### config.mk
export PLATFORM = sky130hd
export DESIGN_NAME = f0_clc_gen_flat
export DESIGN_NICKNAME = d
export VERILOG_FILES = /design/src/rtl/frontend_pkg.sv /design/src/rtl/f0_clc_gen_if.sv /design/src/rtl/clc_pair_calc.sv /design/src/rtl/f0_clc_gen.sv /design/src/flat_wrapper.sv
export SDC_FILE = /design/constraint.sdc
export NUM_CORES = 1
export LEC_CHECK = 0
export ABC_AREA = 0
export BUFFER_PORTS_ARGS = -buffer_cell sky130_fd_sc_hd__buf_2
export CAP_MARGIN = 25
export CORE_MARGIN = 2
export CORE_UTILIZATION = 41
export CTS_BUF_LIST = sky130_fd_sc_hd__clkbuf_8
export DETAILED_ROUTE_END_ITERATION = 8
export SLEW_MARGIN = 15
export SYNTH_ARGS = -nofsm -noshare
export SYNTH_HDL_FRONTEND = slang
export SYNTH_HIERARCHICAL = 1
export SYNTH_SLANG_ARGS = --single-unit
### constraint.sdc
create_clock -name clk -period 2.1 [get_ports clk]
set_input_delay 0.42 -clock clk [delete_from_list [all_inputs] [get_ports clk]]
set_output_delay 0.42 -clock clk [all_outputs]
set_load 0.1 [all_outputs]
### src/rtl/frontend_pkg.sv
// Shared front-end types and constants for the F0 fetch-address generator
// and the F1-side consumers/checkers of the even/odd cache-line pair.
package frontend_pkg;

  localparam int unsigned XLEN_DFLT      = 32;
  localparam int unsigned CLC_WIDTH_DFLT = 28;
  // Byte-offset bits below the cache-line address (16 B lines by default).
  localparam int unsigned LINE_OFF       = XLEN_DFLT - CLC_WIDTH_DFLT;
  localparam int unsigned EPOCH_W_DFLT   = 2;
  localparam logic [XLEN_DFLT-1:0] RESET_PC_DFLT = 32'h0000_1000;

  typedef enum logic [1:0] {
    ST_BOOT,
    ST_RUN,
    ST_HOLD,
    ST_REDIRECT
  } f0_state_e;

  // Even/odd candidate pair as seen by F1.
  typedef struct packed {
    logic [CLC_WIDTH_DFLT-1:0] even;
    logic [CLC_WIDTH_DFLT-1:0] odd;
    logic                      first_is_odd;
  } clc_pair_t;

endpackage

### src/rtl/f0_clc_gen_if.sv
// F0 <-> F1 fetch interface.
//   master : F0 side (receives stall/redirect, drives the CLC pair)
//   slave  : F1 side (drives stall/redirect, receives the CLC pair)
interface f0_clc_gen_if #(
  parameter int unsigned XLEN      = 32,
  parameter int unsigned CLC_WIDTH = 28,
  parameter int unsigned EPOCH_W   = 2
);

  logic                 stall_in;
  logic                 redirect_valid;
  logic [XLEN-1:0]      redirect_pc;
  logic [CLC_WIDTH-1:0] clc_even_out;
  logic [CLC_WIDTH-1:0] clc_odd_out;
  logic                 clc_valid;
  logic                 first_is_odd;
  logic [XLEN-1:0]      fetch_pc_out;
  logic [EPOCH_W-1:0]   epoch_out;

  modport master (
    input  stall_in, redirect_valid, redirect_pc,
    output clc_even_out, clc_odd_out, clc_valid, first_is_odd,
           fetch_pc_out, epoch_out
  );

  modport slave (
    output stall_in, redirect_valid, redirect_pc,
    input  clc_even_out, clc_odd_out, clc_valid, first_is_odd,
           fetch_pc_out, epoch_out
  );

endinterface

### src/rtl/clc_pair_calc.sv
// Combinational even/odd cache-line pair calculator.
//   pc_i             : fetch PC
//   even_c_o         : even-bank line address (bit0 = 0)
//   odd_c_o          : odd-bank line address (bit0 = 1)
//   first_is_odd_c_o : line holding pc_i is the odd one
//   next_pc_c_o      : start of the following line (wraps at 2^XLEN)
module clc_pair_calc #(
  parameter int unsigned XLEN      = 32,
  parameter int unsigned CLC_WIDTH = 28
) (
  input  logic [XLEN-1:0]      pc_i,
  output logic [CLC_WIDTH-1:0] even_c_o,
  output logic [CLC_WIDTH-1:0] odd_c_o,
  output logic                 first_is_odd_c_o,
  output logic [XLEN-1:0]      next_pc_c_o
);

  localparam int unsigned OFF = XLEN - CLC_WIDTH;

  logic [CLC_WIDTH-1:0] line;
  logic [CLC_WIDTH-1:0] line_inc;
  logic                 unused_low;

  assign line     = pc_i[XLEN-1:OFF];
  assign line_inc = line + CLC_WIDTH'(1);
  // Byte offset only matters for the fetch_pc itself, not the line pair.
  assign unused_low = ^pc_i[OFF-1:0];

  assign first_is_odd_c_o = line[0];
  assign even_c_o         = line[0] ? line_inc : line;
  assign odd_c_o          = line[0] ? line : {line[CLC_WIDTH-1:1], 1'b1};
  // Sequential advance realigns to the next line boundary.
  assign next_pc_c_o      = {line_inc, {OFF{1'b0}}};

endmodule

### src/rtl/f0_clc_gen.sv
// F0 fetch-address generator: owns the fetch PC and registers the even/odd
// cache-line pair for F1 each cycle, with stall hold and epoch-tagged
// redirects.
//   clk  : clock, rising edge
//   rst  : asynchronous active-low reset
//   bus  : F0 side of f0_clc_gen_if (stall/redirect in, registered pair out)
module f0_clc_gen
  import frontend_pkg::*;
#(
  parameter int unsigned     XLEN      = XLEN_DFLT,
  parameter int unsigned     CLC_WIDTH = CLC_WIDTH_DFLT,
  parameter logic [XLEN-1:0] RESET_PC  = XLEN'(RESET_PC_DFLT),
  parameter int unsigned     EPOCH_W   = EPOCH_W_DFLT
) (
  input  logic         clk,
  input  logic         rst,
  f0_clc_gen_if.master bus
);

  f0_state_e            state_q;
  logic [XLEN-1:0]      pc_q;
  logic [XLEN-1:0]      fetch_pc_q;
  logic [CLC_WIDTH-1:0] even_q;
  logic [CLC_WIDTH-1:0] odd_q;
  logic                 first_is_odd_q;
  logic                 valid_q;
  logic [EPOCH_W-1:0]   epoch_q;

  logic [XLEN-1:0]      src_pc;
  logic [XLEN-1:0]      next_pc_d;
  logic [CLC_WIDTH-1:0] even_d;
  logic [CLC_WIDTH-1:0] odd_d;
  logic                 first_is_odd_d;
  logic                 load_c;

  // A redirect always wins the pair source; otherwise use the running PC
  // (which holds RESET_PC while in BOOT).
  assign src_pc = bus.redirect_valid ? bus.redirect_pc : pc_q;

  clc_pair_calc #(
    .XLEN      (XLEN),
    .CLC_WIDTH (CLC_WIDTH)
  ) u_pair (
    .pc_i             (src_pc),
    .even_c_o         (even_d),
    .odd_c_o          (odd_d),
    .first_is_odd_c_o (first_is_odd_d),
    .next_pc_c_o      (next_pc_d)
  );

  // Output load enable: redirects always load, BOOT loads regardless of
  // stall, RUN/REDIRECT load when not stalled, HOLD never loads (including
  // its exit edge).
  always_comb begin
    load_c = 1'b0;
    if (bus.redirect_valid) begin
      load_c = 1'b1;
    end else begin
      unique case (state_q)
        ST_BOOT:     load_c = 1'b1;
        ST_RUN:      load_c = !bus.stall_in;
        ST_REDIRECT: load_c = !bus.stall_in;
        ST_HOLD:     load_c = 1'b0;
      endcase
    end
  end

  // State, PC and registered pair.
  always_ff @(posedge clk or negedge rst) begin
    if (!rst) begin
      state_q        <= ST_BOOT;
      pc_q           <= RESET_PC;
      fetch_pc_q     <= '0;
      even_q         <= '0;
      odd_q          <= '0;
      first_is_odd_q <= 1'b0;
      valid_q        <= 1'b0;
      epoch_q        <= '0;
    end else begin
      if (load_c) begin
        pc_q           <= next_pc_d;
        fetch_pc_q     <= src_pc;
        even_q         <= even_d;
        odd_q          <= odd_d;
        first_is_odd_q <= first_is_odd_d;
        valid_q        <= 1'b1;
      end
      if (bus.redirect_valid) begin
        epoch_q <= epoch_q + EPOCH_W'(1);
        state_q <= ST_REDIRECT;
      end else begin
        unique case (state_q)
          ST_BOOT:     state_q <= ST_RUN;
          ST_RUN:      state_q <= bus.stall_in ? ST_HOLD : ST_RUN;
          ST_REDIRECT: state_q <= bus.stall_in ? ST_HOLD : ST_RUN;
          ST_HOLD:     state_q <= bus.stall_in ? ST_HOLD : ST_RUN;
        endcase
      end
    end
  end

  assign bus.clc_even_out = even_q;
  assign bus.clc_odd_out  = odd_q;
  assign bus.clc_valid    = valid_q;
  assign bus.first_is_odd = first_is_odd_q;
  assign bus.fetch_pc_out = fetch_pc_q;
  assign bus.epoch_out    = epoch_q;

endmodule

### src/flat_wrapper.sv
// flat-port wrapper written by rule: the top's interface ports become plain ports
module f0_clc_gen_flat import frontend_pkg::*;
#(
  parameter int unsigned     XLEN      = XLEN_DFLT,
  parameter int unsigned     CLC_WIDTH = CLC_WIDTH_DFLT,
  parameter logic [XLEN-1:0] RESET_PC  = XLEN'(RESET_PC_DFLT),
  parameter int unsigned     EPOCH_W   = EPOCH_W_DFLT
)
  (clk, rst, bus_stall_in, bus_redirect_valid, bus_redirect_pc, bus_clc_even_out, bus_clc_odd_out, bus_clc_valid, bus_first_is_odd, bus_fetch_pc_out, bus_epoch_out);
  f0_clc_gen_if #(.XLEN(XLEN), .CLC_WIDTH(CLC_WIDTH), .EPOCH_W(EPOCH_W)) bus_i ();
  input  logic clk;
  input  logic rst;
  input wire logic [$bits(bus_i.stall_in)-1:0] bus_stall_in;
  input wire logic [$bits(bus_i.redirect_valid)-1:0] bus_redirect_valid;
  input wire logic [$bits(bus_i.redirect_pc)-1:0] bus_redirect_pc;
  output wire logic [$bits(bus_i.clc_even_out)-1:0] bus_clc_even_out;
  output wire logic [$bits(bus_i.clc_odd_out)-1:0] bus_clc_odd_out;
  output wire logic [$bits(bus_i.clc_valid)-1:0] bus_clc_valid;
  output wire logic [$bits(bus_i.first_is_odd)-1:0] bus_first_is_odd;
  output wire logic [$bits(bus_i.fetch_pc_out)-1:0] bus_fetch_pc_out;
  output wire logic [$bits(bus_i.epoch_out)-1:0] bus_epoch_out;
  assign bus_i.stall_in = bus_stall_in;
  assign bus_i.redirect_valid = bus_redirect_valid;
  assign bus_i.redirect_pc = bus_redirect_pc;
  assign bus_clc_even_out = bus_i.clc_even_out;
  assign bus_clc_odd_out = bus_i.clc_odd_out;
  assign bus_clc_valid = bus_i.clc_valid;
  assign bus_first_is_odd = bus_i.first_is_odd;
  assign bus_fetch_pc_out = bus_i.fetch_pc_out;
  assign bus_epoch_out = bus_i.epoch_out;
  f0_clc_gen #(.XLEN(XLEN), .CLC_WIDTH(CLC_WIDTH), .RESET_PC(RESET_PC), .EPOCH_W(EPOCH_W)) u_core (.clk(clk), .rst(rst), .bus(bus_i));
endmodule
Word level (Yosys, flattened, before mapping)
Cells that the tools add are included.
Storage, ports and cells
  register bits: 122
  latch bits: 0
  RAM bits: 0
  bits in read-only memories: 0
  input bits: 36
  output and inout port bits: 92
  logic and storage cells: 24
  memories: 0
Cells by class
  add/sub/neg operators: 2
  multipliers: 0
  div/mod/pow operators: 0
  magnitude comparators: 0
  equality and inequality tests: 3
  shift operators: 0
  muxes and demuxes: 7
  bitwise logic cells: 0
  reductions and logical operators: 4
Operators with widths (count)
  $mux 32: 1
  $add 28x1->28 const B: 1
  $mux 28: 1
  $eq 2x2->1 const B: 2
  $mux 2: 2
  $pmux 2 s2: 1
  $pmux 1 s3: 1
  $reduce_or 3->1: 1
  $add 2x1->2 const B: 1
  $eq 2x1->1 const B: 1
  $logic_not 2->1: 1
  $reduce_or 2->1: 1
  $logic_not 1->1: 1
  $mux 1: 1

Logic depth before layout (Yosys ltp)
  depth in word-level cells: 4
  gate-level depth with buffers: 10
  mapped depth without buffers: 7

Cells and area by module
The synthesis kept the hierarchy.
Modules (own cells, without submodules)
  f0_clc_gen: instances 1, cells an instance 305, area an instance 5465.2 sq um, sequential area each 3154.3 sq um
  clc_pair_calc: instances 1, cells an instance 162, area an instance 1176.1 sq um, sequential area each 0.0 sq um

Least setup slack after synthesis
No wires, ideal clock.
  path kind: in2reg
  start: in bus_redirect_valid
  end: reg u_core.even_q[26], in the netlist u_core/bus.clc_even_out[26]
  setup time: 0.125 ns
  data arrival time: 2.222 ns
  required time: 1.975 ns
  path slack: -0.247 ns
  stages: 10
  path buffers: 4
  path through: buf_6 > clkbuf_8 > mux2_2 > clkbuf_2 > nand3_2 > nor2_1 > buf_4 > nand4_2 > xnor2_1 > mux2_4
Between the ends
  longest elaborated chain between the ends: 3
  elaborated cells between the ends (all ways): 4
  those cells by class: 1 x add/sub; 3 x mux
RTL lines
  start, declared: line flat_wrapper.sv:14  | input wire logic [$bits(bus_i.redirect_valid)-1:0] bus_redirect_valid;
  $mux 32: line f0_clc_gen.sv:38  | assign src_pc = bus.redirect_valid ? bus.redirect_pc : pc_q;
  named net u_core.src_pc[9]: line f0_clc_gen.sv:29  | logic [XLEN-1:0] src_pc;
  $add 28x1->28: line clc_pair_calc.sv:25  | assign line_inc = line + CLC_WIDTH'(1);
  $mux 28: line clc_pair_calc.sv:30  | assign even_c_o = line[0] ? line_inc : line;
  named net u_core.even_d[26]: line f0_clc_gen.sv:31  | logic [CLC_WIDTH-1:0] even_d;
  end signal, assigned: line f0_clc_gen.sv:83  | even_q <= even_d;
  end, declared: line f0_clc_gen.sv:23  | logic [CLC_WIDTH-1:0] even_q;
The timed path passes the listed nets, and every way through them passes these cells.
A chain may end at the register's enable or synchronous reset.

Worst setup path after layout
  start: reg u_core.pc_q[12]
  end: reg u_core.pc_q[25]
Between the ends
  longest elaborated chain between the ends: 2
RTL lines
  start, declared: line f0_clc_gen.sv:21  | logic [XLEN-1:0] pc_q;
  start signal, assigned: line f0_clc_gen.sv:81  | pc_q <= next_pc_d;
  $mux 32: line f0_clc_gen.sv:38
  named net u_core.src_pc[12]: line f0_clc_gen.sv:29
  $add 28x1->28: line clc_pair_calc.sv:25
  named net u_core.next_pc_d[25]: line f0_clc_gen.sv:30  | logic [XLEN-1:0] next_pc_d;
The timed path passes the listed nets, and every way through them passes these cells.

==> Implementation_results.wiki <==
{| class="wikitable"
! Metric !! Value
|-
| Num CTS Buffers || 17
|-
| Class of the tightest hold or removal check || primary input to flop
|-
| Ratio of cells with drive above 1 in the final layout || 61.9%
|-
| Sort of element at the start of the critical path || flop
|-
| Clock-pin slew on the worst setup and hold paths || 0.07 ns
|-
| DR vias || 3,975
|-
| Final HPWL DP || 9970 um
|-
| Clock sink count || 126
|-
| Top_reg_cell synth || dfrtp_1
|-
| Number of buffer and inverter stages on the critical path || 1
|-
| Overall die area || 17,200 um^2
|-
| Final critical-path share of the clock period || 95.8%
|-
| Top-area cell type share of the netlist area || 47.1%
|-
| Async set-reset flop share out of synthesis || 100%
|-
| Worst clock skew || 0.00920 ns
|-
| Number of ports placed on the die boundary || 128
|-
| Slack of the critical path || 0.0879 ns
|-
| Total negative slack || 0 ns
|-
| Delay of the slowest cell on the worst path || 0.53 ns
|-
| Reg-to-reg slack, setup || 0.09 ns
|-
| Seq/Total Area, Yosys || 47.5%
|-
| NumNets Final || 654
|-
| Count of flip-flops with a built-in enable after synthesis || 0
|-
| Fmax || 0.497 GHz
|-
| Netlist area before placement || 6640 um^2
|-
| Worst path arrival time || 2.33 ns
|-
| Number of fillers in the final layout || 1,401
|-
| Per-cell via count in the routed design || 4.72
|-
| Top post-synthesis cells by area || dfrtp_1, mux2_4, mux2_2
|-
| Post-synthesis to final-layout area growth || 22.6%
|-
| Post-detailed-route count of antenna-violating nets || 0
|-
| Tmin final || 2.01 ns
|-
| Dominant cell type by count on the critical path || and4_4
|-
| Launching point of the worst reg2reg path || u_core/pc_q[12]
|-
| Initial Util || 41.8%
|-
| Iteration-0 DRC count of the detailed router || 145
|-
| Number of violations of the max-capacitance limit || 0
|-
| Total of buffers placed on input and output ports || 127
|-
| Die Span Y || 131 um
|-
| Critical Path Sink Type || flop
|-
| Class of the most critical setup path || flop to flop
|-
| Leak Pwr || 3.79 nW
|-
| Antenna violations before repair || 0
|-
| Total detailed-routing wirelength || 13,800 um
|-
| Floorplan Core Area || 15,900 um^2
|-
| Die width || 131 um
|-
| R2r worst-path depth || 7
|-
| Pin count of the biggest net entering global routing || 59
|-
| Hold EP || u_core/state_q[1]
|-
| Global routing usage summed across all routing layers || 16.7%
|-
| # setup viols final || 0
|-
| Yosys Warn Count || 6
|-
| Pre-CTS setup slack || -0.279 ns
|-
| CTS tree || done
|-
| Final Wtd Congestion || 0.791
|-
| Clock latency reported for the late side of the worst-skew pair || 0.44 ns
|-
| Synthesized flop and latch total || 126
|-
| Number of endpoints with negative hold slack in the final report || 0
|-
| Setup repair after global routing missed its margin || false
|-
| Global-route wire length before repair || 22,900 um
|-
| Most area-hungry cell type in the Yosys netlist || dfrtp_1
|-
| Critical path peak fanout || 19
|-
| GR Overflow Total || 0
|-
| Hold path start || bus_stall_in
|-
| Detail-routed net length per standard cell || 16.4 um
|-
| FP Rows || 46
|-
| Slowest cell on the critical path || dfstp_2
|-
| Count of unique library cells instantiated by Yosys || 37
|-
| R2R Path End || u_core/pc_q[25]
|-
| Worst endpoint required time || 2.42 ns
|-
| Clk root buf || clkbuf_8
|-
| Final Util || 51.2%
|-
| Worst Hold Path Cells || 3
|-
| Average instance area after synthesis || 14.2 um^2
|-
| Remaining DRCs || 0
|-
| Count of pins over their slew limit || 0
|-
| Clock buffer depth || 2
|-
| Ant diodes || 0
|-
| Post-synthesis cell count || 467
|-
| CTS HTree Levels || 4
|-
| Number of iterations in the first detailed-routing pass || 4
|-
| Cell family with the largest share of critical-path delay || simple AND/OR/NAND/NOR gates
|-
| Buffers inserted by post-CTS timing repair || 0
|-
| Result of the run || finished, final reports clean
|-
| Max VDD drop || 0.000957 V
|-
| Critical Path, Cell by Cell || mux2_4 > and4_4 > and4_4 > buf_12 > nand4_1 > xnor2_1 > mux2_2
|-
| PwrDens || 1300 nW/um^2
|-
| Via count of the first global-routing pass || 4,336
|}
[power by group]
| group | leakage [nW] | switching, W | internal [W] |
|---|---|---|---|
| Sequential | 1.46 | 0.000308 | 0.00297 |
| Combinational | 2.13 | 0.00388 | 0.00142 |
| Clock | 0.190 | 0.000934 | 0.00106 |
[stage by stage]
| step | instances | area [um^2] | hold WS (ns) | power [W] |
|---|---|---|---|---|
| floorplan | 471 | 6800 | 0.124 | 0.00779 |
| global placement | 813 | 7750 | 0.339 | 0.00857 |
| detailed placement | 813 | 7750 | 0.343 | 0.00864 |
| CTS | 843 | 8130 | 0.247 | 0.0107 |
| global route | 843 | 8140 | 0.272 | 0.0110 |
| finish | 843 | 8140 | 0.273 | 0.0106 |
[logic make-up (layout without fill, tap and decap cells)]
logic type	Yosys count	in the layout	share of synthesized area (%)
xor+xnor	54	54	7.12
other cells	2	6	0.113
fa+ha+maj	1	1	0.188
mux	154	154	31.2
flops	126	126	47.5
simple gates	66	66	6.05
compound gates	1	1	0.0753
buf+inv	63	219	7.72
[placed cells by master (no fill, tap or decap), drive strengths merged, types with 2 or more instances in the layout]
cell type / n
clkbuf: 22
or3: 2
nand2: 10
buf: 187
inv: 3
conb: 6
clkinvlp: 2
nand2b: 2
nor3: 2
xor2: 12
nand3: 14
xnor2: 42
mux2: 153
dfrtp: 125
and4: 4
nand4: 16
and2: 2
and3: 4
clkinv: 3
nor2: 7
nor4: 2
[worst reg2reg max path: stages (launching register included)]
cell and delay [ns]:
dfstp_2 0.53, mux2_4 0.14, and4_4 0.21, and4_4 0.22, buf_12 0.15, nand4_1 0.20
xnor2_1 0.19, mux2_2 0.26
[cell type report]
type | instances | area [um^2] | area share, %
sequential | 126 | 3150 | 38.8
multi-input combinational | 282 | 3090 | 37.9
timing repair buffer | 188 | 1250 | 15.4
clock buffer | 22 | 303 | 3.72
tap | 216 | 270 | 3.32
clock inverter | 7 | 63.8 | 0.784
inverter | 2 | 7.51 | 0.0922
[cells in the mapped netlist, types with 2 or more instances]
cell      instances
clkbuf_2          2
clkbuf_8          3
nand4_1          15
xor2_1           12
and3_1            4
nor2_1            5
xnor2_1          42
and2_1            2
mux2_4           90
buf_2             6
conb_1            2
inv_1             2
buf_6            12
buf_4            36
mux2_2           63
and4_1            3
nand3_1          13
nand2b_1          2
dfrtp_1         125
or3_1             2
nand2_1          10
[flip-flops by register name (all words and copies together), names as in the netlist]
register,count
u_core/state_q,2
u_core/bus.first_is_odd,1
u_core/bus.clc_even_out,28
u_core/bus.fetch_pc_out,32
u_core/bus.epoch_out,2
u_core/pc_q,32
u_core/bus.clc_valid,1
u_core/bus.clc_odd_out,28
[metal layers]
metal,wire [um],up-vias,track usage (%)
li1,-,1877,-
met1,6400,1988,21.8
met2,6640,93,27.1
met3,574,17,4.21
met4,224,0,5.98
met5,0,-,0
[worst max-delay path by stage]
stage,startpoint,to,slack [ns],cells after the start
after floorplan,bus_redirect_valid,u_core/bus.clc_even_out[26],-0.11,10
after global placement,bus_redirect_valid,u_core/bus.clc_even_out[24],-0.26,9
after detailed placement,bus_redirect_valid,u_core/bus.clc_even_out[24],-0.28,9
after CTS,u_core/pc_q[12],u_core/pc_q[25],0.05,7
after global routing,u_core/pc_q[5],u_core/bus.clc_even_out[25],0.002,8
final,u_core/pc_q[12],u_core/pc_q[25],0.09,7
[what timing repair did]
action	4_1_cts	5_1_grt
hold buffers	1	0
setup endpoints to repair	0	5
resized for setup	0	2
hold endpoints to repair	32	0
(Power assumes the default switching activity.)
